$ cat src/rtl/ps2_cmd_sequencer.sv
// rtl/ps2_cmd_sequencer.sv - acknowledged, retrying PS/2 host command sequencer
//
// Sends a command byte and an optional argument byte through ps2_tx.
// After each byte it waits for the device ACK (0xFA) on ps2_rx.
// A RESEND (0xFE) or a silent window of TIMEOUT_CYC cycles triggers a retransmission.
// Each byte gets its own budget of MAX_RETRY retransmissions.
// Optional feature macro: PS2_CMD_LAST_RESP_EN (adds last_resp output).
//
// Ports:
//   clk, rst_n                    clock, asynchronous active-low reset
//   cmd_req                       start pulse, sampled only when idle
//   cmd_byte, arg_byte, has_arg   transaction request, latched on cmd_req
//   cmd_busy                      high whenever not idle
//   cmd_done_tick, cmd_err_tick   one-cycle completion / failure pulses
//   wr_ps2, din                   write request and byte to ps2_tx
//   tx_done_tick                  ps2_tx frame complete
//   rx_done_tick, rx_data         ps2_rx received byte
//   last_resp                     last byte seen while waiting (PS2_CMD_LAST_RESP_EN only)
module ps2_cmd_sequencer #(
    parameter int TIMEOUT_CYC = 2_500_000,
    parameter int MAX_RETRY   = 3
) (
    input  logic       clk,
    input  logic       rst_n,
    input  logic       cmd_req,
    input  logic [7:0] cmd_byte,
    input  logic [7:0] arg_byte,
    input  logic       has_arg,
    output logic       cmd_busy,
    output logic       cmd_done_tick,
    output logic       cmd_err_tick,
    output logic       wr_ps2,
    output logic [7:0] din,
    input  logic       tx_done_tick,
    input  logic       rx_done_tick,
    input  logic [7:0] rx_data
`ifdef PS2_CMD_LAST_RESP_EN
    ,
    output logic [7:0] last_resp
`endif
);

    localparam int TW = (TIMEOUT_CYC > 1) ? $clog2(TIMEOUT_CYC) : 1;
    localparam int RW = (MAX_RETRY > 0) ? $clog2(MAX_RETRY + 1) : 1;
    localparam logic [TW-1:0] T_LAST = TW'(TIMEOUT_CYC - 1);
    localparam logic [RW-1:0] R_MAX  = RW'(MAX_RETRY);
    localparam logic [7:0] RESP_ACK    = 8'hFA;
    localparam logic [7:0] RESP_RESEND = 8'hFE;

    typedef enum logic [2:0] {
        S_IDLE, S_SEND_CMD, S_WAIT_CMD, S_SEND_ARG, S_WAIT_ARG, S_DONE, S_ERR
    } state_e;

    state_e          state_q, state_d;
    logic [TW-1:0]   timer_q, timer_d;
    logic [RW-1:0]   retry_q, retry_d;
    logic [7:0]      cmd_q, cmd_d;
    logic [7:0]      arg_q, arg_d;
    logic            has_arg_q, has_arg_d;

    logic is_ack, is_retry, in_wait;

    // An ACK in the same cycle as the timeout wins because it is tested first.
    assign is_ack   = rx_done_tick && (rx_data == RESP_ACK);
    assign is_retry = (rx_done_tick && (rx_data == RESP_RESEND)) || (timer_q == T_LAST);
    assign in_wait  = (state_q == S_WAIT_CMD) || (state_q == S_WAIT_ARG);

    always_comb begin
        state_d   = state_q;
        timer_d   = '0;
        retry_d   = retry_q;
        cmd_d     = cmd_q;
        arg_d     = arg_q;
        has_arg_d = has_arg_q;
        case (state_q)
            S_IDLE: begin
                if (cmd_req) begin
                    cmd_d     = cmd_byte;
                    arg_d     = arg_byte;
                    has_arg_d = has_arg;
                    retry_d   = '0;
                    state_d   = S_SEND_CMD;
                end
            end
            S_SEND_CMD: if (tx_done_tick) state_d = S_WAIT_CMD;
            S_SEND_ARG: if (tx_done_tick) state_d = S_WAIT_ARG;
            S_WAIT_CMD, S_WAIT_ARG: begin
                timer_d = timer_q + 1'b1;
                if (is_ack) begin
                    retry_d = '0;
                    if (state_q == S_WAIT_CMD && has_arg_q) state_d = S_SEND_ARG;
                    else                                    state_d = S_DONE;
                end else if (is_retry) begin
                    if (retry_q < R_MAX) begin
                        retry_d = retry_q + 1'b1;
                        state_d = (state_q == S_WAIT_CMD) ? S_SEND_CMD : S_SEND_ARG;
                    end else begin
                        state_d = S_ERR;
                    end
                end
            end
            S_DONE:  state_d = S_IDLE;
            S_ERR:   state_d = S_IDLE;
            default: state_d = S_IDLE;
        endcase
        // Timer restarts on every state change so it never wraps.
        if (state_d != state_q) timer_d = '0;
    end

    always_ff @(posedge clk or negedge rst_n) begin
        if (!rst_n) begin
            state_q   <= S_IDLE;
            timer_q   <= '0;
            retry_q   <= '0;
            cmd_q     <= '0;
            arg_q     <= '0;
            has_arg_q <= 1'b0;
        end else begin
            state_q   <= state_d;
            timer_q   <= timer_d;
            retry_q   <= retry_d;
            cmd_q     <= cmd_d;
            arg_q     <= arg_d;
            has_arg_q <= has_arg_d;
        end
    end

`ifdef PS2_CMD_LAST_RESP_EN
    logic [7:0] last_resp_q;
    // Every byte seen while waiting is kept, including stray scan codes.
    always_ff @(posedge clk or negedge rst_n) begin
        if (!rst_n)                      last_resp_q <= 8'h00;
        else if (rx_done_tick && in_wait) last_resp_q <= rx_data;
    end
    assign last_resp = last_resp_q;
`else
    logic unused_in_wait;
    assign unused_in_wait = in_wait;
`endif

    // Outputs decode the state register directly, so reset clears them asynchronously.
    assign cmd_busy      = (state_q != S_IDLE);
    assign cmd_done_tick = (state_q == S_DONE);
    assign cmd_err_tick  = (state_q == S_ERR);
    assign wr_ps2        = (state_q == S_SEND_CMD) || (state_q == S_SEND_ARG);
    assign din           = (state_q == S_SEND_CMD) ? cmd_q :
                           (state_q == S_SEND_ARG) ? arg_q : 8'h00;

endmodule

$ cat config.mk
export PLATFORM = sky130hd
export DESIGN_NAME = ps2_cmd_sequencer
export DESIGN_NICKNAME = d
export VERILOG_FILES = /design/src/rtl/ps2_cmd_sequencer.sv
export SDC_FILE = /design/constraint.sdc
export NUM_CORES = 1
export LEC_CHECK = 0
export CAP_MARGIN = 0
export CORE_UTILIZATION = 25
export DETAILED_ROUTE_END_ITERATION = 10
export PLACE_DENSITY = 0.48
export SLEW_MARGIN = 10
export SYNTH_ARGS = -nofsm -noshare
export SYNTH_HDL_FRONTEND = slang
export SYNTH_SLANG_ARGS = --single-unit
$ cat constraint.sdc
create_clock -name clk -period 3 [get_ports clk]
set_input_delay 0.3 -clock clk [delete_from_list [all_inputs] [get_ports clk]]
set_output_delay 0.3 -clock clk [all_outputs]
set_load 0.03 [all_outputs]
==> metrics.txt, run 1 <==
Slew Limit Headroom=37.3%; Overflow after GRT=0; fin. max-slew vios=0; Synth top cells by count=dfrtp_1 (44), nor2_1 (43), nand2_1 (20); Post-CTS Hold Buffers=0; Max Root-Sink Buffers=2; Netlist Area Pre-Place=2490 um^2; DRT Pass-1 Iters=4; Routed Antenna Nets=0; DPL Wire Length=4190 um; Mean Syn Cell Area=9.92 um^2; Setup TNS=0 ns; crit start category=flop; die area=10400 um^2; post-synthesis adder-cell area fraction=1.01%; Async S/R FF share, synth=100%; HP Class=primary input to async pin; post-synthesis mux area share=12.2%; Mapped Cells=251; largest delay contributor family on the critical path=simple AND/OR/NAND/NOR gates; cell with the most instances after synthesis=dfrtp_1; GPL Wtd Cong=0.802; Pleak=1.31 nW; YS warnings=0; Final Hold Fails=0; CP Class=flop to flop; DRT iter0 DRCs=54; Non-Filler Instances=430; WP buf/inv=0; Simple-Gate Fraction of Synth Area=25.5%; Synth Area in Compound Gates=7.24%; Syn Nets=283; commonest register cell after synthesis=dfrtp_1; Antenna diodes=0; Peak VDD IR=0.266 mV; total CTS buffers=5; total track usage=11.7%; Post-route DRC=0; Seq/Total Area, Yosys=44.2%; number of cells after detailed placement=422; CTS root buf=clkbuf_8; status=completed; WP data arrival=2.81 ns; top-area cell type share of the netlist area=44.2%; Worst-Margin Slew=0.941 ns; CP cell instances=ha_1 > nand4_2 > or4_4 > nor4_1 > a21oi_2 > a21oi_1 > nor2_1; Pwr Density=739 nW/um^2; worst-path maximum fanout=11; leading area contributor after synthesis=dfrtp_1; Synth area leaders=dfrtp_1 (44%), mux2_2 (8.6%), nor2_1 (6.5%), xor2_1 (4.2%), mux2i_1 (3.6%); Worst EP required=3.15 ns; width of the chip=102 um; FP Rows=36; CP max-delay cell=a21oi_1; DR WL/cell=13.1 um; final worst-path cycle share=88.8%; xor/xnor share of the synthesized area=7.04%; CTS tree=yes; vias in the first global route=1945; share of layout cells above drive strength 1=14.8%; fin nets=328; Via Count=1959; final wirelength=5610 um; Worst-path clk slew=0.09 ns; CP Capture Type=flop; Cell variety after synth=53; main combinational cell family by area after synthesis=simple AND/OR/NAND/NOR gates; filler cell count=1054; initial antenna violation count=0; Via density=4.56; CTS resizes=0; max frequency=0.375 GHz; area grow syn2layout=26.8%; # clock sinks=44; Final Util=32.5%; Post-synth EDFFs=0; first-pass GRT wire length=9450 um; post-synthesis register bit count=44; final setup fails=0; later-pin clock latency in the skew report=0.29 ns; Max-Cap Viols=0; number of port buffers=41; CTS H-Tree Depth=2; Initial Util=25.6%; pin count of the biggest net entering global routing=34; RSZ-0062 raised after global routing=false; post-CTS setup buffer count=0; Core Region=9730 um^2; fin crit period=2.66 ns; height of the die=102 um; Boundary Pins=42; skew final=0.0164 ns; CP max stage delay=0.76 ns
## area by class of cell
class	instances	area, um^2	share of cell area (%)
multi-input combinational	191	1320	41.8
clock buffer	7	86.3	2.73
timing repair buffer	47	450	14.3
inverter	7	26.3	0.832
tap	133	166	5.27
sequential	44	1100	34.9
clock inverter	1	7.51	0.238
## per-layer routing
layer	vias up	GRT usage, %	part of all wire, %
met1	954	15.8	49
met5	-	0	0
met2	28	18.8	47
li1	971	-	-
met4	0	4.35	1.4
met3	6	2.14	2.5
## placed cells by master (no fill, tap or decap), drive strengths merged, types with 3 or more instances in the layout
master | Yosys | final
dfrtp | 44 | 44
nor2 | 44 | 44
clkdlybuf4s50 | 0 | 40
nand2 | 20 | 20
mux2 | 19 | 19
xor2 | 12 | 12
mux2i | 9 | 9
xnor2 | 8 | 8
nand4 | 8 | 8
inv | 7 | 7
nand3 | 7 | 7
clkbuf | 3 | 7
buf | 6 | 7
a21oi | 6 | 6
and4 | 5 | 5
o21ai | 5 | 5
nor3b | 5 | 5
nor4 | 4 | 4
nand2b | 3 | 3
nor3 | 3 | 3
a21o | 3 | 3
## logic make-up (layout without fill, tap and decap cells)
| family | after synthesis | after routing |
|---|---|---|
| AOI/OAI and AO/OA | 26 | 26 |
| xor gates and xnor gates | 20 | 20 |
| adders and majority gates | 2 | 2 |
| buffers and inverters | 16 | 62 |
| DFF | 44 | 44 |
| muxes | 28 | 28 |
| and+or+nand+nor | 115 | 115 |
## report_power, final
part	internal (mW)	switching, mW
Sequential	0.741	0.123
Clock	0.187	0.202
Combinational	0.503	0.578
Total	1.43	0.903
## registers in the layout, summed over array words and instances, names as in the netlist
name	cells
arg_q	8
cmd_q	8
has_arg_q	1
retry_q	2
state_q	3
timer_q	22
## final timing paths
path	start	endpoint	slack (ns)	cells after the start
worst min register to register	timer_q[0]	timer_q[0]	0.50	1
max in group asynchronous	rst_n	timer_q[16]	2.25	2
min in group clk	timer_q[0]	timer_q[0]	0.50	1
worst min-delay path	rst_n	arg_q[7]	0.06	1
worst max register to register	timer_q[0]	timer_q[11]	0.34	7
worst max-delay path	timer_q[0]	timer_q[11]	0.34	7
## through the flow
| stage | total power [mW] | setup WS, ns | hold slack [ns] | instance area, um^2 |
|---|---|---|---|---|
| detailed placement | 1.97 | 0.256 | 0.424 | 3060 |
| CTS | 2.37 | 0.303 | 0.0927 | 3160 |
| finish | 2.33 | 0.336 | 0.0587 | 3160 |
| global route | 2.50 | 0.0839 | 0.129 | 3160 |
| global placement | 1.97 | 0.298 | 0.419 | 3060 |
| floorplan | 1.62 | 0.883 | 0.00441 | 2490 |
Note: power is estimated with default switching activity, not from simulation.
==> run 2, diff against run 1 <==
- CAP_MARGIN: 0 -> not set
- SETUP_SLACK_MARGIN: not set -> 0.5
==> metrics.txt, run 2 (synthesized netlist as in run 1, its figures left out) <==
total track usage=11.7% (+0.015 points); Overflow after GRT=0 (unchanged); total CTS buffers=5 (unchanged); CTS tree=yes; RSZ-0062 raised after global routing=false; hold_ws=0.0588 ns (+0.000138 ns); status=completed; Setup TNS=0 ns (unchanged); Via Count=1963 (+0.20%); first-pass GRT wire length=9470 um (+0.14%); Max-Cap Viols=0 (unchanged); Post-DP Area=3060 um^2 (unchanged); DRT iter0 DRCs=56 (+3.7%); Worst-Margin Slew=0.749 ns (-0.192 ns); DP Worst Slack=0.256 ns (unchanged); Routed Antenna Nets=0 (unchanged); filler cell count=1053 (-0.095%); pin count of the biggest net entering global routing=34 (unchanged); Final Util=32.6% (+0.12 points); WP buf/inv=2 (+2); CP Capture Type=primary output; Pwr Density=745 nW/um^2 (+0.75%); final setup margin=0.633 ns (+0.298 ns); HP Class=primary input to async pin; initial antenna violation count=0 (unchanged); CP Class=flop to primary output; die area=10400 um^2 (unchanged); final worst-path cycle share=78.9% (-9.9 points); fin crit period=2.37 ns (-0.298 ns); sw frac=38.9% (+0.24 points); later-pin clock latency in the skew report=0.29 ns (about the same); Worst-path clk slew=0.09 ns (about the same); sequential share of power=36.6% (-0.4 points); final wirelength=5620 um (about the same); Final Hold Fails=0 (unchanged); fin area=3170 um^2 (+0.36%); Initial Util=25.6% (unchanged); final setup fails=0 (unchanged); worst-path maximum fanout=12 (+1); CP cell instances=buf_4 > or3_1 > clkdlybuf4s50_1; Largest register FFs=22 (unchanged); Non-Filler Instances=430 (unchanged); vias in the first global route=1946 (+0.051%); DPL Wire Length=4190 um (unchanged); Post-route DRC=0 (unchanged); internal power=1.44 mW (+0.72%); Boundary Pins=42 (unchanged); Via density=4.57 (+0.20%); Antenna diodes=0 (unchanged); Core Region=9730 um^2 (unchanged); Peak VDD IR=0.266 mV (about the same); Max Root-Sink Buffers=2 (unchanged); width of the chip=102 um (unchanged); overall power=2.36 mW (+1.1%); DRT Pass-1 Iters=4 (unchanged); number of cells after detailed placement=422 (unchanged); CTS root buf=clkbuf_8; clock power share=16.5% (-0.2 points); Pleak=1.32 nW (+0.16%); height of the die=102 um (unchanged); most frequent cells in the layout=dfrtp_1 (44), nor2_1 (43), clkdlybuf4s50_1 (40); DR WL/cell=13.1 um (about the same); combinational power share=46.9% (+0.6 points); number of port buffers=41 (unchanged); # clock sinks=44 (unchanged); Worst EP required=2.70 ns (-0.45 ns); WP data arrival=2.07 ns (-0.74 ns); CP max-delay cell=clkdlybuf4s50_1; Biggest register=timer_q; skew final=0.0164 ns (-0.0000527 ns); FP Rows=36 (unchanged); max frequency=0.423 GHz (+13%); crit start category=flop; GPL Wtd Cong=0.802 (unchanged); CP max stage delay=0.61 ns (-0.15 ns); post-CTS setup buffer count=0 (unchanged); fin nets=328 (unchanged); switching pwr=0.919 mW (+1.7%); share of layout cells above drive strength 1=15.2% (+0.34 points); area grow syn2layout=27.3%; Slew Limit Headroom=49.6% (+12 points); fin. max-slew vios=0 (unchanged); commonest non-fill, non-tap cell in the layout=dfrtp_1; CTS H-Tree Depth=2 (unchanged); largest delay contributor family on the critical path=buffers and inverters; Top Registers=timer_q: 22 flops, arg_q: 8 flops, cmd_q: 8 flops
run 2: layout make-up:
class	count	area (um^2)	share of cell area (%)
Multi-Input combinational cell	191	1330	42.0
Sequential cell	44	1100	34.7
Timing Repair Buffer	47	450	14.2
Tap cell	133	166	5.25
Clock buffer	7	86.3	2.72
Inverter	7	26.3	0.829
Clock inverter	1	7.51	0.237
run 2: repair_timing:
item / CTS / global route
resized for setup: 1 / 1
endpoints found under the setup margin: 11 / 11
hold buffers: 0 / 0
endpoints found under the hold margin: 0 / 0
run 2: power groups by stage:
stage | registers (mW) | logic (mW) | clock network (mW)
floorplan | 0.811 | 0.806 | 0
global placement | 0.879 | 1.10 | 0
detailed placement | 0.878 | 1.09 | 0
CTS | 0.866 | 1.11 | 0.408
global route | 0.887 | 1.20 | 0.436
finish | 0.864 | 1.11 | 0.390
run 2: path summary, 6_finish.rpt:
kind	from	endpoint	slack, ns	cells past startpoint
hold / removal	rst_n	arg_q[7]	0.06	1
min in group clk	timer_q[0]	timer_q[0]	0.50	1
setup reg to reg	retry_q[0]	timer_q[3]	0.69	8
hold reg to reg	timer_q[0]	timer_q[0]	0.50	1
setup / recovery	state_q[1]	cmd_busy	0.63	3
max in group asynchronous	rst_n	timer_q[16]	2.25	2
run 2: per-layer routing:
layer | routed length, um | vias up | track usage (%)
li1 | - | 971 | -
met5 | 0 | - | 0
met3 | 140 | 6 | 2.14
met1 | 2740 | 958 | 15.8
met2 | 2660 | 28 | 18.8
met4 | 76 | 0 | 4.35
run 2: worst register-to-register path: stages, from the launching register on:
cell     delay, ns
dfrtp_1       0.39
ha_1          0.30
nor4b_1       0.42
nor4_1        0.15
a21o_1        0.19
a21oi_2       0.23
mux2i_1       0.21
buf_4         0.22
nor2_1        0.08
==> run 3, diff against run 2 <==
- clock period: 3 -> 2.4 ns (I/O delays scaled with it)
==> metrics.txt, run 3 (synthesized netlist as in run 1, its figures left out) <==
status=completed; Via density=4.51 (-1.1%); total track usage=12.3% (+0.53 points); fin nets=350 (+6.7%); Pleak=1.47 nW (+12%); Via Count=2036 (+3.7%); fin crit period=2.15 ns; hold_ws=0.454 ns (+0.395 ns); Antenna diodes=0 (unchanged); Worst-path clk slew=0.09 ns (about the same); Final Hold Fails=0 (unchanged); first-pass GRT wire length=10000 um (+5.8%); commonest non-fill, non-tap cell in the layout=nor2_1; Max-Cap Viols=0 (unchanged); CTS H-Tree Depth=2 (unchanged); Biggest register=timer_q; Boundary Pins=42 (unchanged); number of port buffers=41 (unchanged); Peak VDD IR=0.333 mV (+25%); skew final=0.0108 ns (-0.00560 ns); Slew Limit Headroom=72.6% (+23 points); total CTS buffers=5 (unchanged); area grow syn2layout=37.3%; fin area=3420 um^2 (+7.9%); filler cell count=1041 (-1.1%); Post-route DRC=0 (unchanged); initial antenna violation count=0 (unchanged); share of layout cells above drive strength 1=28.9% (+14 points); Worst EP required=2.57 ns (-0.13 ns); CTS tree=yes; worst-path maximum fanout=11 (-1); final wirelength=5960 um (+6.1%); RSZ-0062 raised after global routing=true; CP Capture Type=flop; Initial Util=25.6% (unchanged); Max Root-Sink Buffers=2 (unchanged); vias in the first global route=2062 (+6.0%); Post-DP Area=3170 um^2 (+3.6%); Worst Setup SP=timer_q[0]; CP Class=flop to flop; crit start category=flop; height of the die=102 um (unchanged); Pwr Density=910 nW/um^2 (+22%); CTS root buf=clkbuf_8; final setup fails=0 (unchanged); HP Class=primary input to async pin; Core Region=9730 um^2 (unchanged); Top Registers=timer_q: 22 flops, arg_q: 8 flops, cmd_q: 8 flops; Setup TNS=0 ns (unchanged); Largest register FFs=22 (unchanged); width of the chip=102 um (unchanged); WP data arrival=2.32 ns (+0.25 ns); fin. max-slew vios=0 (unchanged); DPL Wire Length=4450 um (+6.3%); final setup margin=0.253 ns (-0.381 ns); DR WL/cell=13.2 um (+1.1%); # clock sinks=44 (unchanged); later-pin clock latency in the skew report=0.29 ns (about the same); reg2reg start=timer_q[0]; Routed Antenna Nets=0 (unchanged); Worst-Margin Slew=0.410 ns (-0.339 ns); DRT Pass-1 Iters=4 (unchanged); die area=10400 um^2 (unchanged); FP Rows=36 (unchanged); Overflow after GRT=0 (unchanged); DRT iter0 DRCs=92 (+64%); final worst-path cycle share=89.5%; DP Worst Slack=0.152 ns (-0.104 ns); max frequency=0.466 GHz; GPL Wtd Cong=0.807 (+0.61%); most frequent cells in the layout=nor2_1 (42), dfrtp_1 (41), clkdlybuf4s50_1 (28); pin count of the biggest net entering global routing=24 (-29%)
-- run 3: cell count changes in the layout (fill, tap and decap cells not counted), sizes merged --
cell and delta:
buf +25, clkdlybuf4s50 -12, clkdlybuf4s15 +4, dlygate4sd2 +2, clkbuf -1, clkdlybuf4s18 +1, clkinv +1, dlygate4sd3 +1
-- run 3: repair_timing --
| item | in CTS | in global routing |
|---|---|---|
| pin swaps | 3 | 1 |
| setup endpoints to repair | 52 | 47 |
| gates resized for setup | 45 | 21 |
| buffers inserted | 6 | 4 |
| hold buffers | 1 | 0 |
| endpoints found under the hold margin | 44 | 0 |
-- run 3: worst paths after layout --
path	end	slack, ns	cells after the start
hold reg to reg	cmd_q[7]	0.51	1
setup reg to reg	timer_q[8]	0.25	8
max in group asynchronous	state_q[1]	1.70	3
setup / recovery	timer_q[8]	0.25	8
hold / removal	timer_q[16]	0.45	3
min in group clk	cmd_q[7]	0.51	1
-- run 3: routing by layer --
metal  wire [um]  track usage, %  share of wire [%]  vias to the layer above
li1            -               -                  -                     1015
met1        2920            16.9                 49                      994
met2        2860            20.2                 48                       23
met3         120            1.66                2.0                        4
met4          57            3.34               0.96                        0
met5           0               0                  0                        -
-- run 3: layout make-up --
type / count / area (um^2) / area share (%)
clock buffer: 5 / 68.8 / 2.01
multi-input combinational: 191 / 1430 / 41.9
inverter: 7 / 26.3 / 0.769
tap: 133 / 166 / 4.87
sequential: 44 / 1100 / 32.3
clock inverter: 2 / 12.5 / 0.366
timing repair buffer: 69 / 608 / 17.8
-- run 3: report_power, final --
group          switching, mW  internal (mW)  leakage [nW]
clock network          0.248          0.197        0.0400
logic                  0.801          0.780         0.858
registers              0.153          0.931         0.569
-- run 3: metrics by stage --
| stage | total power, mW | util, % | cells |
|---|---|---|---|
| 3_5_place_dp | 2.59 | 32.6 | 433 |
| 5_1_grt | 3.33 | 35.1 | 451 |
| 4_1_cts | 3.12 | 34.5 | 447 |
| 3_3_place_gp | 2.58 | 32.6 | 433 |
| 6_report | 3.11 | 35.1 | 451 |
| 2_1_floorplan | 2.05 | - | 251 |
-- run 3: worst max-delay path: stages, from the launching register on --
cell      delay (ns)
dfrtp_1         0.40
ha_4            0.16
nand4_4         0.09
or4_4           0.46
nand4b_4        0.25
a21oi_4         0.18
mux2i_1         0.20
buf_4           0.21
nor3b_2         0.07
